--- config.mk ---
export PLATFORM = sky130hd
export DESIGN_NAME = vu_level_detector
export DESIGN_NICKNAME = d
export VERILOG_FILES = /design/src/rtl/vu_pkg.sv /design/src/rtl/vu_envelope_channel.sv /design/src/rtl/vu_level_detector.sv
export SDC_FILE = /design/constraint.sdc
export NUM_CORES = 1
export LEC_CHECK = 0
export CAP_MARGIN = 30
export CELL_PAD_IN_SITES_DETAIL_PLACEMENT = 0
export CELL_PAD_IN_SITES_GLOBAL_PLACEMENT = 1
export CORE_MARGIN = 2
export CORE_UTILIZATION = 50
export DETAILED_ROUTE_END_ITERATION = 16
export DONT_BUFFER_PORTS = 1
export GPL_ROUTABILITY_DRIVEN = 0
export PLACE_DENSITY = 0.79
export SYNTH_ARGS = -nofsm -noshare
export SYNTH_HDL_FRONTEND = slang
export SYNTH_SLANG_ARGS = --single-unit
export TNS_END_PERCENT = 10
--- constraint.sdc ---
create_clock -name clk -period 6.33 [get_ports clk]
set_input_delay 1.5825 -clock clk [delete_from_list [all_inputs] [get_ports clk]]
set_output_delay 1.5825 -clock clk [all_outputs]
set_load 0.01 [all_outputs]
--- src/rtl/vu_pkg.sv ---
// Shared types and constants for the stereo VU level detector.
package vu_pkg;

    typedef enum logic [1:0] {VU_IDLE, VU_ATTACK, VU_HOLD, VU_DECAY} vu_state_t;

    localparam logic [7:0]  VU_LEVEL_ZERO = 8'h80;
    localparam int unsigned VU_ENV_W      = 16;

    // Meter code is offset-binary: the driver inverts the MSB to recover the unsigned level.
    function automatic logic [7:0] vu_encode(input logic [VU_ENV_W-1:0] env);
        return {~env[VU_ENV_W-1], env[VU_ENV_W-2 -: 7]};
    endfunction

endpackage

--- src/rtl/vu_envelope_channel.sv ---
// One channel of the VU envelope follower: rectify, attack/hold/decay ballistics, level output.
module vu_envelope_channel
    import vu_pkg::*;
#(
    parameter int unsigned SAMPLE_W     = 24,
    parameter int unsigned ATTACK_SHIFT = 2,
    parameter int unsigned DECAY_SHIFT  = 6,
    parameter int unsigned HOLD_SAMPLES = 4800
) (
    input  logic                clk,
    input  logic                rst_n,
    input  logic                audio_enable,
    input  logic                data_en,
    input  logic [SAMPLE_W-1:0] audio_data,
    output logic                level_en,
    output logic [7:0]          vu_signal
);

    localparam logic [SAMPLE_W-1:0] MOST_NEG    = {1'b1, {(SAMPLE_W-1){1'b0}}};
    localparam logic [SAMPLE_W-1:0] MOST_POS    = {1'b0, {(SAMPLE_W-1){1'b1}}};
    localparam logic [15:0]         HOLD_RELOAD = 16'(HOLD_SAMPLES - 1);

    logic [SAMPLE_W-1:0] abs_val;
    logic                s1_valid_q;
    logic [VU_ENV_W-1:0] mag_q;
    logic [VU_ENV_W-1:0] env_q;
    logic [15:0]         hold_q;
    vu_state_t           state_q;

    logic                rising;
    logic [VU_ENV_W:0]   diff;
    logic [VU_ENV_W:0]   rise_step;
    logic [VU_ENV_W-1:0] fall_step;
    logic [VU_ENV_W-1:0] env_rise;
    logic [VU_ENV_W-1:0] env_fall;
    logic                unused_bits;

    // Full-scale negative has no positive twin, so it saturates instead of wrapping.
    always_comb begin
        if (audio_data == MOST_NEG) begin
            abs_val = MOST_POS;
        end else if (audio_data[SAMPLE_W-1]) begin
            abs_val = ~audio_data + SAMPLE_W'(1);
        end else begin
            abs_val = audio_data;
        end
    end

    assign unused_bits = ^{abs_val[SAMPLE_W-1], abs_val[SAMPLE_W-VU_ENV_W-2:0],
                           rise_step[VU_ENV_W]};

    always_ff @(posedge clk or negedge rst_n) begin
        if (!rst_n) begin
            s1_valid_q <= 1'b0;
            mag_q      <= '0;
        end else begin
            s1_valid_q <= data_en && audio_enable;
            if (data_en) begin
                mag_q <= abs_val[SAMPLE_W-2 -: VU_ENV_W];
            end
        end
    end

    always_comb begin
        rising    = mag_q > env_q;
        diff      = {1'b0, mag_q} - {1'b0, env_q};
        rise_step = diff >> ATTACK_SHIFT;
        if (rise_step == '0) begin
            rise_step = (VU_ENV_W + 1)'(1);
        end
        env_rise  = env_q + rise_step[VU_ENV_W-1:0];
        fall_step = env_q >> DECAY_SHIFT;
        if (fall_step == '0) begin
            fall_step = VU_ENV_W'(1);
        end
        env_fall  = (env_q > fall_step) ? env_q - fall_step : '0;
    end

    // Envelope FSM and output register share one edge so level_en lands two clocks after data_en.
    always_ff @(posedge clk or negedge rst_n) begin
        if (!rst_n) begin
            state_q   <= VU_IDLE;
            env_q     <= '0;
            hold_q    <= '0;
            level_en  <= 1'b0;
            vu_signal <= VU_LEVEL_ZERO;
        end else if (!audio_enable) begin
            state_q   <= VU_IDLE;
            env_q     <= '0;
            hold_q    <= '0;
            level_en  <= 1'b0;
            vu_signal <= VU_LEVEL_ZERO;
        end else begin
            level_en <= s1_valid_q;
            if (s1_valid_q) begin
                if (rising) begin
                    state_q   <= VU_ATTACK;
                    env_q     <= env_rise;
                    vu_signal <= vu_encode(env_rise);
                end else begin
                    vu_signal <= vu_encode(env_q);
                    unique case (state_q)
                        VU_IDLE: begin
                        end
                        VU_ATTACK: begin
                            hold_q  <= HOLD_RELOAD;
                            state_q <= VU_HOLD;
                        end
                        VU_HOLD: begin
                            if (hold_q == '0) begin
                                state_q <= VU_DECAY;
                            end else begin
                                hold_q <= hold_q - 16'd1;
                            end
                        end
                        VU_DECAY: begin
                            env_q     <= env_fall;
                            vu_signal <= vu_encode(env_fall);
                            if (env_fall == '0) begin
                                state_q <= VU_IDLE;
                            end
                        end
                        default: begin
                        end
                    endcase
                end
            end
        end
    end

endmodule

--- src/rtl/vu_level_detector.sv ---
// Stereo VU envelope follower; two independent channel pipelines feeding the meter PWM driver.
module vu_level_detector #(
    parameter int unsigned SAMPLE_W     = 24,
    parameter int unsigned ATTACK_SHIFT = 2,
    parameter int unsigned DECAY_SHIFT  = 6,
    parameter int unsigned HOLD_SAMPLES = 4800
) (
    input  logic                clk,
    input  logic                rst_n,
    input  logic                audio_enable,
    input  logic                l_data_en,
    input  logic                r_data_en,
    input  logic [SAMPLE_W-1:0] l_audio_data,
    input  logic [SAMPLE_W-1:0] r_audio_data,
    output logic                l_level_en,
    output logic                r_level_en,
    output logic [7:0]          l_vu_signal,
    output logic [7:0]          r_vu_signal
);

    vu_envelope_channel #(
        .SAMPLE_W     (SAMPLE_W),
        .ATTACK_SHIFT (ATTACK_SHIFT),
        .DECAY_SHIFT  (DECAY_SHIFT),
        .HOLD_SAMPLES (HOLD_SAMPLES)
    ) u_left (
        .clk          (clk),
        .rst_n        (rst_n),
        .audio_enable (audio_enable),
        .data_en      (l_data_en),
        .audio_data   (l_audio_data),
        .level_en     (l_level_en),
        .vu_signal    (l_vu_signal)
    );

    vu_envelope_channel #(
        .SAMPLE_W     (SAMPLE_W),
        .ATTACK_SHIFT (ATTACK_SHIFT),
        .DECAY_SHIFT  (DECAY_SHIFT),
        .HOLD_SAMPLES (HOLD_SAMPLES)
    ) u_right (
        .clk          (clk),
        .rst_n        (rst_n),
        .audio_enable (audio_enable),
        .data_en      (r_data_en),
        .audio_data   (r_audio_data),
        .level_en     (r_level_en),
        .vu_signal    (r_vu_signal)
    );

endmodule

==> run metrics, run 1 <==
total inserted antenna cells=0; die width=about 150 um; Crit path buffers/inverters=1; CP max-delay cell=dfrtp_1; EDFF count, synth=0; Flop pwr share=0.157; Residual DRC=0; worst hold stages=1; std cell rows=54; Min Hold Slack=487 ps; largest family of logic cells by synthesized area=compound AO/OA/AOI/OAI gates; clock-pin slew on the worst setup and hold paths=approximately 60 ps; Die Y=between 150 and 200 um; Reg2Reg Launch Point=u_right.env_q[1]; Final setup viols=0; Setup CP Type=reg -> reg; Required @ worst endpoint=~6600 ps; xor/xnor cell area share of the yosys netlist=0.0646; commonest non-fill, non-tap cell in the layout=dfrtp_1; Rel. slew slack=0.387; CP Capture Type=register; worst min-delay path class=reg -> reg; cts hold-fix bufs=0; delay-heaviest family, CP=compound AO/OA/AOI/OAI gates; CTS tree=built; Synth cell types=79; DRT Pass-1 Iters=5; status=completed; Worst-Skew Late Latency=approximately 430 ps; Area Overhead vs Synth=7.70%; vias in the first global route=~10k; synthesized flop and latch total=120; Worst Hold End=u_left.mag_q[15]; CTS buffer count=17; Startpoint Class=register; DRT Wirelength=between 30 and 40 mm; switching power=3690 uW; die area=around 24,000 sq um; RSZ-0062 raised after global routing=false; r2r worst-path depth=20; Cell Chain, Critical Path=inv_1, ha_1, nor2b_1, o31a_1, o41a_1, a31o_2, a2111oi_0, o21bai_1, xor2_1, o41ai_1, ha_1, fa_1, a211oi_1, o211a_1, o31ai_1, o41ai_1, o21ai_0, xor2_1, nand2_1, o311ai_0; via density per instance=around 6.4; MaxCap Viol Count=0; R2R setup slack=just under 600 ps; largest net degree at the start of global routing=between 100 and 150; top_reg_cell synth=dfrtp_1; crit-path max FO=6; worst r2r dst=u_right.vu_signal[6]; detailed-route via count=around 11k; clk root buf=clkbuf_16; syn nets=between 1.5k and 2k; DRT iter0 DRCs=745; Clk pwr share=0.148; Post-Syn Area=between 10,000 and 15,000 sq um; Core Area=between 20,000 and 25,000 sq um; layout cells sized above 1=0.0561; total power=roughly 7300 uW; DP Area=between 10,000 and 15,000 sq um; Final Skew=14.8 ps; H-tree depth=4; Finished Cell Area=roughly 12,000 sq um; Synth Area per Inst=8.00 sq um; antenna violations before repair=0; starting density of the core=0.512; Comb pwr share=0.695; Port Buf Inserts=0; min cycle time layout=approximately 5700 ps; Final Net Count=about 1.5k; WL met3=~1.7 mm; drt wl/cell=19.7 um; first-pass GRT wire length=between 50 and 60 mm; Tot GR Track Use=0.276; CP Data Arrival Time=~6000 ps; GRT overflow=0; Num Clock Sinks=120; most frequent cells in the layout=dfrtp_1 (118), a21oi_1 (114), nand2_1 (103); Ys Warns=0; setup TNS=0 ps; number of hold violations in the final report=0; CTS Buffer Depth=2; post-DP HPWL=24.5 mm; Critical Path Max Stage Delay=520 ps; P per Cell Area=~600 nW/um^2; f_max=approximately 0.17 GHz; crit share post-route=0.907; # fillers=roughly 2.1k; I/O pins=71; async set or reset register ratio after synthesis=1.00; post_cts resized=0; Compound-Gate Fraction of Synth Area=0.291; Setup Buffers After CTS=0; post-synthesis adder-cell area fraction=0.101; met2 wire length=roughly 16 mm; simple-gate share of the synthesized area=0.212; HP Start=u_left.mag_q[15]; sequential share of the synthesized area=0.267; Worst VDD drop=about 360 uV; Internal Pwr Total=~3600 uW; worst slew pin tran=between 900 and 1000 ps; post-synthesis mux area share=0.0109; Post-DRT Antenna Nets=0; WL met1=between 10 and 15 mm; Final Slew Violations=0; cells after synthesis=1,406; uppermost layer routed=met4; switching share of total power=0.506; Lkg Pwr=about 0.0051 uW
[power groups by stage]
stage          logic (uW)  registers (uW)  clock network [uW]
6_report             5070            1140                1080
5_1_grt              5620            1170                1120
4_1_cts              4990            1140                1090
3_5_place_dp         4950            1160                   0
3_3_place_gp         4940            1150                   0
2_1_floorplan        3850            1060                   0
[area by class of cell]
type                       count  area, sq um  area share
clock buffer                  17          425      0.0351
clock inverter                15          215      0.0178
inverter                      97          364      0.0301
multi-input combinational   1125         7630       0.630
sequential                   120         3010       0.248
tap                          280          350      0.0289
timing repair buffer          16          121      0.0100
[sequential cells by signal, indices dropped and copies added, names as in the netlist, 2 cells and up]
register	count
u_right.hold_q	16
u_left.env_q	16
u_left.hold_q	16
u_left.vu_signal	8
u_right.vu_signal	8
u_right.env_q	16
u_right.state_q	2
u_left.mag_q	16
u_right.mag_q	16
u_left.state_q	2
[metrics by stage]
step                      setup WS, ps  std cells  utilization
after floorplan                   1300       1406            -
after CTS                          518       1670        0.552
final                              587       1670        0.552
after detailed placement           551       1638        0.522
after global placement             724       1636        0.522
after global routing               187       1670        0.552
[layer usage]
metal,vias to the layer above,track usage
li1,5230,-
met1,5091,0.361
met2,326,0.467
met3,69,0.0420
met4,0,0.0948
met5,-,0
[logic make-up after synthesis]
kind of cell | Yosys count
compound gates | 481
simple gates | 461
buf+inv | 161
flops | 120
fa+ha+maj | 88
xor+xnor | 83
mux | 12
[worst max-delay path by stage]
stage,startpoint,slack [ps],to,cells after the start
global placement,u_left.env_q[1],720,u_left.vu_signal[6],21
finish,u_right.env_q[1],590,u_right.vu_signal[6],20
CTS,u_left.env_q[1],520,u_left.vu_signal[6],21
detailed placement,u_left.env_q[1],550,u_left.vu_signal[6],21
floorplan,u_left.env_q[10],1300,u_left.vu_signal[6],23
global route,u_left.env_q[1],190,u_left.vu_signal[6],21
[cell usage after synthesis (5+ instances only)]
cell,n,share of area
and3_1,15,0.0083
o221ai_1,7,0.0055
nor3_1,40,0.018
a21o_1,26,0.017
o41ai_1,7,0.0055
dfrtp_1,118,0.26
o31a_1,9,0.0070
a2111oi_0,13,0.010
a31oi_1,16,0.0089
buf_2,5,0.0022
nand2_1,103,0.034
nand3_1,42,0.019
and2_1,12,0.0067
o21a_1,14,0.0093
o21bai_1,6,0.0040
xor2_1,47,0.037
nand3b_1,8,0.0053
o2111ai_1,8,0.0062
or4_1,18,0.012
a211o_1,6,0.0047
a22o_1,15,0.012
o31ai_1,23,0.015
xnor2_1,36,0.028
clkbuf_1,57,0.019
nor2b_1,14,0.0078
inv_1,96,0.032
o2bb2ai_1,9,0.0070
nor4_1,17,0.0095
o311ai_0,7,0.0055
o21ai_0,92,0.041
a211oi_1,15,0.010
mux2i_1,10,0.0089
nand2b_1,26,0.014
a22oi_1,14,0.0093
ha_1,84,0.093
or2_2,11,0.0061
a21oi_1,114,0.051
or3_1,19,0.011
o211ai_1,13,0.0087
a311oi_1,12,0.0093
nand4_1,14,0.0078
a221oi_1,6,0.0047
nor2_1,98,0.033
(Power assumes the default switching activity.)
==> inputs of run 2 (changes only) <==
--- a/config.mk
+++ b/config.mk
@@ -14,6 +14,7 @@
 export DONT_BUFFER_PORTS = 1
 export GPL_ROUTABILITY_DRIVEN = 0
 export PLACE_DENSITY = 0.79
+export SLEW_MARGIN = 15
 export SYNTH_ARGS = -nofsm -noshare
 export SYNTH_HDL_FRONTEND = slang
 export SYNTH_SLANG_ARGS = --single-unit
==> results of run 2 <==
Final layout, timing and power as in run 1 (identical DEF).
==> inputs of run 3 (changes only) <==
--- a/config.mk
+++ b/config.mk
@@ -13,7 +13,7 @@
 export DETAILED_ROUTE_END_ITERATION = 16
 export DONT_BUFFER_PORTS = 1
 export GPL_ROUTABILITY_DRIVEN = 0
-export PLACE_DENSITY = 0.79
+export PLACE_DENSITY_LB_ADDON = 0.1
 export SLEW_MARGIN = 15
 export SYNTH_ARGS = -nofsm -noshare
 export SYNTH_HDL_FRONTEND = slang
==> run 3 against run 2 <==
Against the previous run:
- sequential power is 4% higher
- register-to-register slack better by 99 ps
- cell count is 0.12% lower
- count of clock-buffer cells in the layout stayed put
- sequential share of layout area is 0.16 points higher
- setup slack better by 99 ps
- wire length is 0.38% higher
- die area stayed put
- clock power is 8% lower
- largest power group unchanged
- total power is 1.4% lower
- via count is 0.62% higher
==> run metrics, run 3 (synthesized netlist as in run 1, its figures left out) <==
status=completed; CP Data Arrival Time=6000 ps (-20 ps); cts hold-fix bufs=0 (unchanged); Worst Setup SP=u_right.env_q[1]; GRT overflow=0 (unchanged); worst min-delay path class=reg -> reg; vias in the first global route=10.1k (+0.039%); MaxCap Viol Count=0 (unchanged); Required @ worst endpoint=6690 ps (+80 ps); largest net degree at the start of global routing=121 (unchanged); Worst-Skew Late Latency=430 ps (about the same); Min Hold Slack=509 ps (+21.9 ps); via density per instance=6.46 (+0.74%); Post-DRT Antenna Nets=0 (unchanged); Final Skew=12.9 ps (-1.91 ps); worst r2r dst=u_right.vu_signal[7]; Startpoint Class=register; Reg2Reg Launch Point=u_right.env_q[1]; Final Net Count=1,516 (-0.13%); drt wl/cell=19.8 um (+0.50%); first-pass GRT wire length=53.8 mm (+1.8%); Worst VDD drop=344 uV (-5.0%); number of hold violations in the final report=0 (unchanged); r2r worst-path depth=20 (unchanged); DRT Wirelength=33.0 mm (+0.38%); RSZ-0062 raised after global routing=false; f_max=0.177 GHz (+1.7%); Final Slew Violations=0 (unchanged); detailed-route via count=10.8k (+0.62%); area of the multi-input gates=7630 sq um (about the same); clk root buf=clkbuf_16; Setup crit end=u_right.vu_signal[7]; setup TNS=0 ps (unchanged); std cell rows=54 (unchanged); Num Clock Sinks=120 (unchanged); Lkg Pwr=0.00505 uW (-0.61%); CTS Buffer Depth=2 (unchanged); Setup Buffers After CTS=0 (unchanged); layout cells sized above 1=0.0540 (-0.00208); Rel. slew slack=0.410 (+0.0231); crit-path max FO=13 (+7); Residual DRC=0 (unchanged); die width=154 um (unchanged); die area=23,700 sq um (unchanged); CP Capture Type=register; H-tree depth=4 (unchanged); min cycle time layout=5640 ps (-98.5 ps); Die Y=154 um (unchanged); DRT Pass-1 Iters=5 (unchanged); FF/Latch Area=3010 sq um (unchanged); I/O pins=71 (unchanged); commonest non-fill, non-tap cell in the layout=dfrtp_1; crit share post-route=0.892 (-0.0156); Finished Cell Area=12,000 sq um (-0.64%); # fillers=2,096 (-0.52%); DRT iter0 DRCs=846 (+14%); Area Overhead vs Synth=7.01%; Setup CP Type=reg -> reg; Final setup viols=0 (unchanged); Core Area=22,000 sq um (unchanged); starting density of the core=0.512 (unchanged); CTS tree=built; antenna violations before repair=0 (unchanged); R2R setup slack=690 ps (+100 ps); total inserted antenna cells=0 (unchanged); worst slew pin tran=883 ps (-34.6 ps); worst hold stages=1 (unchanged); post_cts resized=0 (unchanged); Tot GR Track Use=0.280 (+0.00385); DP Area=11,400 sq um (-0.21%); most frequent cells in the layout=dfrtp_1 (118), a21oi_1 (114), nand2_1 (103); clock-pin slew on the worst setup and hold paths=70 ps (about the same); post-DP HPWL=24.3 mm (-0.97%); P per Cell Area=597 nW/um^2 (-0.74%); CTS buffer count=17 (unchanged); Port Buf Inserts=0 (unchanged)
run 3: cell types whose count changed in the layout (fill, tap and decap cells not counted), sizes merged:
cell	previous run	this run
buf	16	13
bufinv	4	1
inv	102	105
clkinv	3	5
clkinvlp	3	1
clkbuf	17	18
run 3: layer usage:
layer,share of wire,vias to the layer above,wire (um),track usage
li1,-,5221,-,-
met1,0.45,5190,14800,0.382
met2,0.48,316,15700,0.457
met3,0.051,55,1690,0.0437
met4,0.022,0,735,0.0863
met5,0,-,0,0
run 3: power breakdown:
| group | total [uW] | internal (uW) | switching (uW) |
|---|---|---|---|
| clock network | 998 | 559 | 439 |
| logic | 5010 | 2000 | 3010 |
| registers | 1180 | 924 | 256 |
run 3: how the worst min path moves through the flow:
| stage | from | endpoint |
|---|---|---|
| 6_report | u_left.mag_q[15] | u_left.mag_q[15] |
| 4_1_cts | u_left.hold_q[9] | u_left.hold_q[9] |
| 3_5_place_dp | u_left.hold_q[9] | u_left.hold_q[9] |
| 3_3_place_gp | u_left.mag_q[15] | u_left.mag_q[15] |
| 2_1_floorplan | u_left.mag_q[13] | u_left.mag_q[13] |
| 5_1_grt | u_left.mag_q[15] | u_left.mag_q[15] |
run 3: per-stage QoR:
stage	instances	utilization	power, uW	setup WS (ps)
finish	1668	0.548	7190	686
global route	1668	0.548	7810	112
CTS	1667	0.548	7120	761
detailed placement	1635	0.521	6080	795
global placement	1634	0.521	6080	780
floorplan	1406	-	4910	1300
run 3: layout make-up:
cell class              count  area share
repair buffers             14     0.00852
clock inverters            15      0.0133
well taps                 280      0.0291
clock buffers              17      0.0353
multi-input cells        1125       0.634
flip-flops and latches    120       0.250
inverters                  97      0.0302
run 3: worst max-delay path, stage by stage (launching register included):
cell and delay, ps:
dfrtp_1 520, inv_1 80, ha_1 300, nor2b_1 180
o31a_1 240, o41a_1 260, a21o_1 210, a21o_1 440
clkinv_1 170, nor4b_1 290, or4b_1 450, o41ai_1 420
ha_1 290, a21oi_1 100, nor2_1 140, o311ai_0 230
and2_1 260, o21ai_0 170, o221ai_1 230, or4_1 450
o2111a_1 130
